[config.mk]
export PLATFORM = sky130hd
export DESIGN_NAME = smith_waterman_line_serializer_flat
export DESIGN_NICKNAME = d
export VERILOG_FILES = /design/src/rtl/smith_waterman_line_serializer_if.sv /design/src/rtl/smith_waterman_line_serializer.sv /design/src/flat_wrapper.sv
export SDC_FILE = /design/constraint.sdc
export NUM_CORES = 1
export LEC_CHECK = 0
export CORE_ASPECT_RATIO = 1.4
export CORE_MARGIN = 2
export CORE_UTILIZATION = 59
export DETAILED_ROUTE_END_ITERATION = 7
export PLACE_DENSITY = 0.83
export SYNTH_ARGS = -nofsm -noshare
export SYNTH_HDL_FRONTEND = slang
export SYNTH_SLANG_ARGS = --single-unit
[constraint.sdc]
create_clock -name clk -period 70.3 [get_ports clk]
set_input_delay 21.09 -clock clk [delete_from_list [all_inputs] [get_ports clk]]
set_output_delay 21.09 -clock clk [all_outputs]
set_load 0.03 [all_outputs]
[src/rtl/smith_waterman_line_serializer_if.sv]
// smith_waterman_line_serializer_if
//  Cache-line handshake between smith_waterman_requestor (master) and
//  smith_waterman_line_serializer (slave).
// Signals
//  line_data   master->slave  LINE_W  cache line; byte 0 = bits [7:0]
//  line_valid  master->slave  1       line_data valid this cycle
//  line_ready  slave->master  1       slave line buffer has room for a line
interface smith_waterman_line_serializer_if #(
  parameter int LINE_W = 512
);
  logic [LINE_W-1:0] line_data;
  logic              line_valid;
  logic              line_ready;

  modport master (
    output line_data,
    output line_valid,
    input  line_ready
  );

  modport slave (
    input  line_data,
    input  line_valid,
    output line_ready
  );
endinterface

[src/rtl/smith_waterman_line_serializer.sv]
// smith_waterman_line_serializer
//  Turns LINE_W-bit cache lines from the requestor read path into the
//  one-symbol-per-cycle stream consumed by sw_top_affine. Lines are buffered
//  in a FIFO_DEPTH-entry FIFO so reads can run ahead of the systolic array.
// Ports
//  clk        in   sole clock, rising edge
//  rst_n      in   asynchronous active-low reset
//  start      in   1-cycle pulse: begin a stream of count_in bytes
//  count_in   in   stream byte count, sampled on start
//  conf_in    in   1 = configuration stream, sampled on start
//  line       slave side of the cache-line handshake
//  data_out   out  registered stream byte
//  valid_out  out  data_out valid
//  count_out  out  latched count_in, held until the next accepted start
//  conf_out   out  latched conf_in, held until the next accepted start
//  busy       out  1 while streaming
//  done       out  1-cycle pulse once the last byte has been selected
//  overflow   out  sticky: a line was offered while the FIFO was full
module smith_waterman_line_serializer #(
  parameter int LINE_W     = 512,
  parameter int BYTE_W     = 8,
  parameter int FIFO_DEPTH = 2,
  parameter int CNT_W      = 32
) (
  input  logic                     clk,
  input  logic                     rst_n,
  input  logic                     start,
  input  logic [CNT_W-1:0]         count_in,
  input  logic                     conf_in,
  smith_waterman_line_serializer_if.slave line,
  output logic [BYTE_W-1:0]        data_out,
  output logic                     valid_out,
  output logic [CNT_W-1:0]         count_out,
  output logic                     conf_out,
  output logic                     busy,
  output logic                     done,
  output logic                     overflow
);

  localparam int BYTES = LINE_W / BYTE_W;
  localparam int IDX_W = (BYTES > 1) ? $clog2(BYTES) : 1;
  localparam int PTR_W = (FIFO_DEPTH > 1) ? $clog2(FIFO_DEPTH) : 1;
  localparam logic [IDX_W-1:0] LAST_IDX = IDX_W'(BYTES - 1);
  localparam logic [PTR_W:0]   FULL_OCC = (PTR_W + 1)'(FIFO_DEPTH);

  typedef enum logic [1:0] {
    S_IDLE,
    S_STREAM,
    S_DONE
  } state_t;

  state_t state, state_nxt;

  logic [LINE_W-1:0]              mem [FIFO_DEPTH];
  logic [PTR_W-1:0]               wr_ptr, rd_ptr;
  logic [PTR_W:0]                 occ;
  logic                           push, pop, fifo_empty;
  logic [BYTES-1:0][BYTE_W-1:0]   head;
  logic [IDX_W-1:0]               idx;
  logic [CNT_W-1:0]               remaining;
  logic                           zero_done;
  logic                           emit, load, last_byte;

  // Ready depends on occupancy alone, so a same-cycle pop never frees a slot
  // early; this keeps line_ready free of any path from the FSM.
  assign line.line_ready = (occ != FULL_OCC);
  assign fifo_empty      = (occ == '0);
  assign push            = line.line_valid && line.line_ready;
  assign head            = mem[rd_ptr];
  assign last_byte       = (remaining == CNT_W'(1));

  // State register.
  always_ff @(posedge clk or negedge rst_n) begin
    if (!rst_n) state <= S_IDLE;
    else        state <= state_nxt;
  end

  // Next-state logic. start is only honoured in IDLE; a zero-length start
  // stays in IDLE and is answered by the zero_done pulse instead.
  always_comb begin
    state_nxt = state;
    case (state)
      S_IDLE:   if (load) state_nxt = S_STREAM;
      S_STREAM: if (emit && last_byte) state_nxt = S_DONE;
      S_DONE:   state_nxt = S_IDLE;
      default:  state_nxt = S_IDLE;
    endcase
  end

  // FSM outputs and datapath strobes. A byte is emitted on every STREAM cycle
  // with a line available; the head is popped on its last byte or on the
  // stream's last byte, which discards the unused tail of a partial line.
  always_comb begin
    busy = 1'b0;
    done = zero_done;
    emit = 1'b0;
    load = 1'b0;
    pop  = 1'b0;
    case (state)
      S_IDLE:   load = start && (count_in != '0);
      S_STREAM: begin
        busy = 1'b1;
        emit = !fifo_empty;
        pop  = emit && ((idx == LAST_IDX) || last_byte);
      end
      S_DONE:   done = 1'b1;
      default:  ;
    endcase
  end

  // Line storage has no reset; occupancy alone decides what is valid.
  always_ff @(posedge clk) begin
    if (push) mem[wr_ptr] <= line.line_data;
  end

  // FIFO pointers and occupancy. Push and pop together leave occupancy as is.
  always_ff @(posedge clk or negedge rst_n) begin
    if (!rst_n) begin
      wr_ptr <= '0;
      rd_ptr <= '0;
      occ    <= '0;
    end else begin
      if (push) wr_ptr <= wr_ptr + 1'b1;
      if (pop)  rd_ptr <= rd_ptr + 1'b1;
      case ({push, pop})
        2'b10:   occ <= occ + 1'b1;
        2'b01:   occ <= occ - 1'b1;
        default: ;
      endcase
    end
  end

  // Stream datapath: registered byte output, byte index, remaining count,
  // latched stream descriptor and the sticky overflow flag.
  always_ff @(posedge clk or negedge rst_n) begin
    if (!rst_n) begin
      data_out  <= '0;
      valid_out <= 1'b0;
      idx       <= '0;
      remaining <= '0;
      count_out <= '0;
      conf_out  <= 1'b0;
      zero_done <= 1'b0;
      overflow  <= 1'b0;
    end else begin
      valid_out <= emit;
      zero_done <= (state == S_IDLE) && start && (count_in == '0);
      if (emit) begin
        data_out <= head[idx];
        if (remaining != '0) remaining <= remaining - 1'b1;
        idx <= pop ? '0 : idx + 1'b1;
      end
      if (load) begin
        count_out <= count_in;
        conf_out  <= conf_in;
        remaining <= count_in;
        idx       <= '0;
      end
      if (line.line_valid && !line.line_ready) overflow <= 1'b1;
    end
  end

endmodule

[src/flat_wrapper.sv]
// flat-port wrapper written by rule: the top's interface ports become plain ports
module smith_waterman_line_serializer_flat 
#(
  parameter int LINE_W     = 512,
  parameter int BYTE_W     = 8,
  parameter int FIFO_DEPTH = 2,
  parameter int CNT_W      = 32
)
  (clk, rst_n, start, count_in, conf_in, data_out, valid_out, count_out, conf_out, busy, done, overflow, line_line_data, line_line_valid, line_line_ready);
  smith_waterman_line_serializer_if #(.LINE_W(LINE_W)) line_i ();
  input  logic clk;
  input  logic rst_n;
  input  logic start;
  input  logic [CNT_W-1:0] count_in;
  input  logic conf_in;
  output logic [BYTE_W-1:0] data_out;
  output logic valid_out;
  output logic [CNT_W-1:0] count_out;
  output logic conf_out;
  output logic busy;
  output logic done;
  output logic overflow;
  input wire logic [$bits(line_i.line_data)-1:0] line_line_data;
  input wire logic [$bits(line_i.line_valid)-1:0] line_line_valid;
  output wire logic [$bits(line_i.line_ready)-1:0] line_line_ready;
  assign line_i.line_data = line_line_data;
  assign line_i.line_valid = line_line_valid;
  assign line_line_ready = line_i.line_ready;
  smith_waterman_line_serializer #(.LINE_W(LINE_W), .BYTE_W(BYTE_W), .FIFO_DEPTH(FIFO_DEPTH), .CNT_W(CNT_W)) u_core (.clk(clk), .rst_n(rst_n), .start(start), .count_in(count_in), .conf_in(conf_in), .line(line_i), .data_out(data_out), .valid_out(valid_out), .count_out(count_out), .conf_out(conf_out), .busy(busy), .done(done), .overflow(overflow));
endmodule
# Yosys cells after proc, flatten, opt, wreduce, memory -nomap -nowiden

Memory sizes are Yosys's and may differ from the RTL's.
Index checks and enable logic that the tools add are counted.

Add/sub/neg operators: 6
Multipliers: 0
Div/mod/pow operators: 0
Magnitude comparators: 1
Equality and inequality tests: 9
Shift operators: 0
Muxes and demuxes: 19
Bitwise operators: 0
Reduce and logical (&&, ||, !) cells: 20

Operator list:

| cell                                                  | count |
|---|---|
| 2-to-1 mux 32 bit                                     | 3 |
| nonzero test 32 bit                                   | 2 |
| binary-select mux 8 bit (select 6 bit)                | 1 |
| == test 32 x 1 -> 1 bit, second input constant        | 1 |
| zero test 32 bit                                      | 1 |
| subtractor 32 x 1 -> 32 bit, second input constant    | 1 |
| 2-to-1 mux 6 bit                                      | 3 |
| 2-to-1 mux 8 bit                                      | 1 |
| one-hot mux 2 bit (2 select lines)                    | 2 |
| logical AND 1 bit                                     | 7 |
| < comparator 6 x 7 -> 1 bit, second input constant    | 1 |
| 2-to-1 mux 1 bit                                      | 7 |
| adder 6 x 1 -> 6 bit, second input constant           | 1 |
| == test 6 bit, second input constant                  | 1 |
| nonzero test 2 bit                                    | 3 |
| == test 2 x 1 -> 1 bit, second input constant         | 2 |
| == test 2 bit, second input constant                  | 2 |
| zero test 2 bit                                       | 2 |
| 2-to-1 mux 2 bit                                      | 2 |
| inequality test 2 x 1 -> 1 bit, second input constant | 2 |
| AND reduction 2 bit                                   | 2 |
| adder 1 bit, second input constant                    | 2 |
| adder 2 x 1 -> 2 bit, second input constant           | 1 |
| zero test 1 bit                                       | 2 |
| 3 further kinds                                       | 3 |

Flip-flop bits (word level): 88
Bits in latches: 0
Memory bits (writable): 1024
Bits in read-only memories: 0
Input bits: 549
Output and inout bits: 46
Memories: 1

Memories:

| memory     | words | width | rd ports | clocked after Yosys merged registers in | write ports | line                                 | text |
|---|---|---|---|---|---|---|---|
| u_core.mem | 2     | 512   | 1        | 0                                       | 1           | smith_waterman_line_serializer.sv:54 | `logic [LINE_W-1:0] mem [FIFO_DEPTH];` |

# Logic depth before layout (Yosys ltp)

Word-level depth: 7
Gate-level depth with buffers: 10
Depth with buffers taken out: 10

# Least setup slack after synthesis

No wires, ideal clock.

Path type: input to register
Start point: input line_line_valid
End point: memory u_core.mem[0][0], enable pin
Arrival time: 42365 ps
Path slack: 26533 ps
Stages on the path: 2
Path buffers: 0
Cell sequence: nand2_1 > nor2_1

Word-level cells in the longest chain between the ends: 3

Ends and longest elaborated chain:

| what                                   | line                                  | text |
|---|---|---|
| from (decl)                            | flat_wrapper.sv:24                    | `input wire logic [$bits(line_i.line_valid)-1:0] line_line_valid;` |
| logical AND 1 bit                      | smith_waterman_line_serializer.sv:68  | `assign push = line.line_valid && line.line_ready;` |
| 2-to-1 mux 1 bit                       | smith_waterman_line_serializer.sv:113 | `if (push) mem[wr_ptr] <= line.line_data;` |
| 2-to-1 mux 1 bit (implied by the code) | smith_waterman_line_serializer.sv:113 |  |
| to (decl)                              | smith_waterman_line_serializer.sv:54  |  |

Every way passes these cells.

# Final worst setup path

Ends and elaborated chain as after synthesis.

==> impl_results.md <==
- Number of synthesized register bits: 1112
- Violation count after the first detailed-route iteration: 2813
- Mapped Area: 0.04323 mm²
- Io pins: 595
- I/O Buffers: 594
- Cell row count: 117
- Detail Route Antenna Nets: 0
- Most common cell after layout, fill and taps aside: edfxtp_1
- Total Wirelength: 116100 µm
- Ys flop type: edfxtp_1
- Root buf cell: clkbuf_16
- CTS tree: yes
- Vias in the first global route: 26180
- Initial antenna violation count: 45
- Drt drc: 0
- Routed vias: 25120
- CTS buffer count: 98
- Slew Limit Fails: 0
- Gr busiest metal: met2
- Post-Syn Area per Cell: 18.71 µm²
- Die area: 0.07548 mm²
- Synth unique cells: 65
- FF-to-FF setup slack: 65100 ps
- Reg2Reg Depth: 7
- Slowest stage delay, CP: 880 ps
- CP max-delay cell: buf_4
- WP data required: 70600 ps
- Post-synth EDFFs: 1024
- Clock skew: 19.98 ps
- Layout net count: 3453
- Clock Tree Buf Depth: 3
- Most frequent cells in the layout: edfxtp_1, clkdlybuf4s50_1, mux2i_1
- Clock transition at path regs: 60 ps
- Grt met3 use: 6.986%
- Maximum VDD drop: 0.00002976 V
- PwrDens: 39.69 mW/mm²
- Fin util: 73.64%
- Largest net degree at the start of global routing: 190
- Met1 usage: 36.15%
- Clock sinks: 1112
- Gpl congestion: 0.8624
- Die width: 232.8 µm
- Met2 Use GR: 52.12%
- Height of the die: 324.3 µm
- Outcome: finished, final reports clean
- Post-CTS Setup Inserts: 0
- Max-cap violations: 0
- H-tree levels: 3
- Setup crit start kind: primary input
- First-pass GRT wire length: 165200 µm
- Pre-antenna DRT Iters: 8
- Clock latency on the worst-skew pair: 690 ps
- Routed vias/inst: 6.317
- Placed cell count: 3752
- CP max FO: 71
- Initial Util: 59.54%
- Period utilization: 34.26%
- Pre-CTS setup slack: 45490 ps
- Total Power: 2.122 mW
- Most used cell, CP: buf_4
- Synth-to-Final Area Change: 23.69%
- Rel. slew slack: 14.35%
- Setup CP Type: primary input to register
- Synth Instances: 2311
- Hold Buf Count CTS: 0
- GRT overflow: 0
- Drt wl/cell: 29.20 µm
- Crit path DAT: 24380 ps
- Global Route Usage Sum: 30.48%
- Synth Warn #: 0
- Final worst path period need: 24080 ps
- Final hold vios: 0
- Final HPWL from detailed placement: 77220 µm
- Ys async rst share: 7.914%
- Crit. End Element: register
- Core box area: 0.07261 mm²
- Synth Net Count: 2864
- Fin cells: 3976
- Worst min-delay path class: register to register
- Seq/Total Area, Yosys: 76.23%
- Worst-path cell chain: clkdlybuf4s50_1, nand2_1, nor2_4, buf_4, buf_4, buf_4
- Post-cts sizing count: 0
- Final worst slack: 46220 ps
- Leakage: 18.41 nW
- Worst-Margin Slew: 1285 ps
- Setup TNS: 0 ps
- RSZ-0062 raised after global routing: no
- Highest Clock Rate: 41.52 MHz
- Layout cells sized above 1: 11.49%
- Final setup fails: 0
- Hold depth: 2
==> through the flow <==
step           hold WS (ps)  area, µm²
2_1_floorplan         460.8      43230
3_3_place_gp          459.0      50150
3_5_place_dp          461.7      50150
5_1_grt               494.7      53440
4_1_cts               477.5      53370
6_report              475.2      53470
==> sequential cells by signal, summed over array words and instances, names as in the netlist, 2 cells and up <==
name              flops
u_core.count_out     32
u_core.remaining     32
u_core.mem         1024
u_core.state          2
u_core.data_out       8
u_core.occ            2
u_core.idx            6
==> cells in the mapped netlist (8+ instances only) <==
cell type / count / area share, %
a21oi_1: 40 / 0.46
nand4_1: 12 / 0.17
edfxtp_1: 1024 / 71
o31ai_1: 8 / 0.14
a221oi_1: 63 / 1.3
dfrtp_1: 88 / 5.1
nor3_1: 11 / 0.13
a22oi_1: 20 / 0.35
o221ai_1: 26 / 0.53
nor2_1: 37 / 0.32
mux4_2: 130 / 6.8
o21ai_0: 83 / 0.96
clkbuf_1: 80 / 0.69
o22ai_1: 33 / 0.48
mux2i_1: 249 / 5.8
buf_1: 12 / 0.10
a211oi_1: 43 / 0.75
inv_1: 10 / 0.087
nand2_1: 121 / 1.1
nor4_1: 19 / 0.27
a31oi_1: 8 / 0.12
a221o_1: 10 / 0.23
nand3_1: 23 / 0.27
buf_2: 36 / 0.42
xor2_1: 12 / 0.24
==> kinds of logic after synthesis <==
logic type	synth area share [%]
xor gates and xnor gates	0.3647
adders and majority gates	0.1158
muxes	12.56
AOI/OAI and AO/OA	6.130
and+or+nand+nor	3.080
buffers and inverters	1.520
DFF	76.23
==> area by class of cell <==
| type | count | area [µm²] |
|---|---|---|
| clock inverters | 65 | 656.9 |
| well taps | 952 | 1191 |
| fillers | 4185 | 19140 |
| clock buffers | 119 | 2559 |
| inverters | 12 | 46.29 |
| repair buffers | 627 | 6266 |
| flip-flops and latches | 1112 | 32970 |
| diodes | 40 | 100.1 |
| multi-input cells | 1049 | 9683 |
==> per-layer routing <==
layer  wire (µm)  part of all wire [%]
met1       39700                    34
met4        5724                   4.9
met2       59810                    52
met5         153                  0.13
met3       10710                   9.2
==> worst max-delay path, delay by kind of cell <==
kind / cells / cell delay [ps]
buffers and inverters: 4 / 2940
AND/OR/NAND/NOR: 2 / 240
==> worst paths after layout <==
| check | startpoint | endpoint |
|---|---|---|
| hold reg to reg | u_core.count_out[10]$_DFFE_PN0P_ | u_core.count_out[10]$_DFFE_PN0P_ |
| min in group asynchronous | rst_n | u_core.remaining[16]$_DFFE_PN0P_ |
| setup / recovery | line_line_valid | u_core.mem[0][0]$_DFFE_PP_ |
| setup reg to reg | u_core.rd_ptr$_DFFE_PN0P_ | u_core.data_out[2]$_DFFE_PN0P_ |
| max in group asynchronous | rst_n | u_core.data_out[6]$_DFFE_PN0P_ |
| hold / removal | u_core.count_out[10]$_DFFE_PN0P_ | u_core.count_out[10]$_DFFE_PN0P_ |
==> power breakdown <==
group	leakage (nW)	switching (mW)	internal (mW)	total, mW
logic	6.22	0.388	0.240	0.628
registers	10.6	0.0603	0.896	0.956
clock network	1.57	0.240	0.299	0.538
total	18.4	0.688	1.43	2.12
No activity file was read; power rests on OpenSTA's default activity.
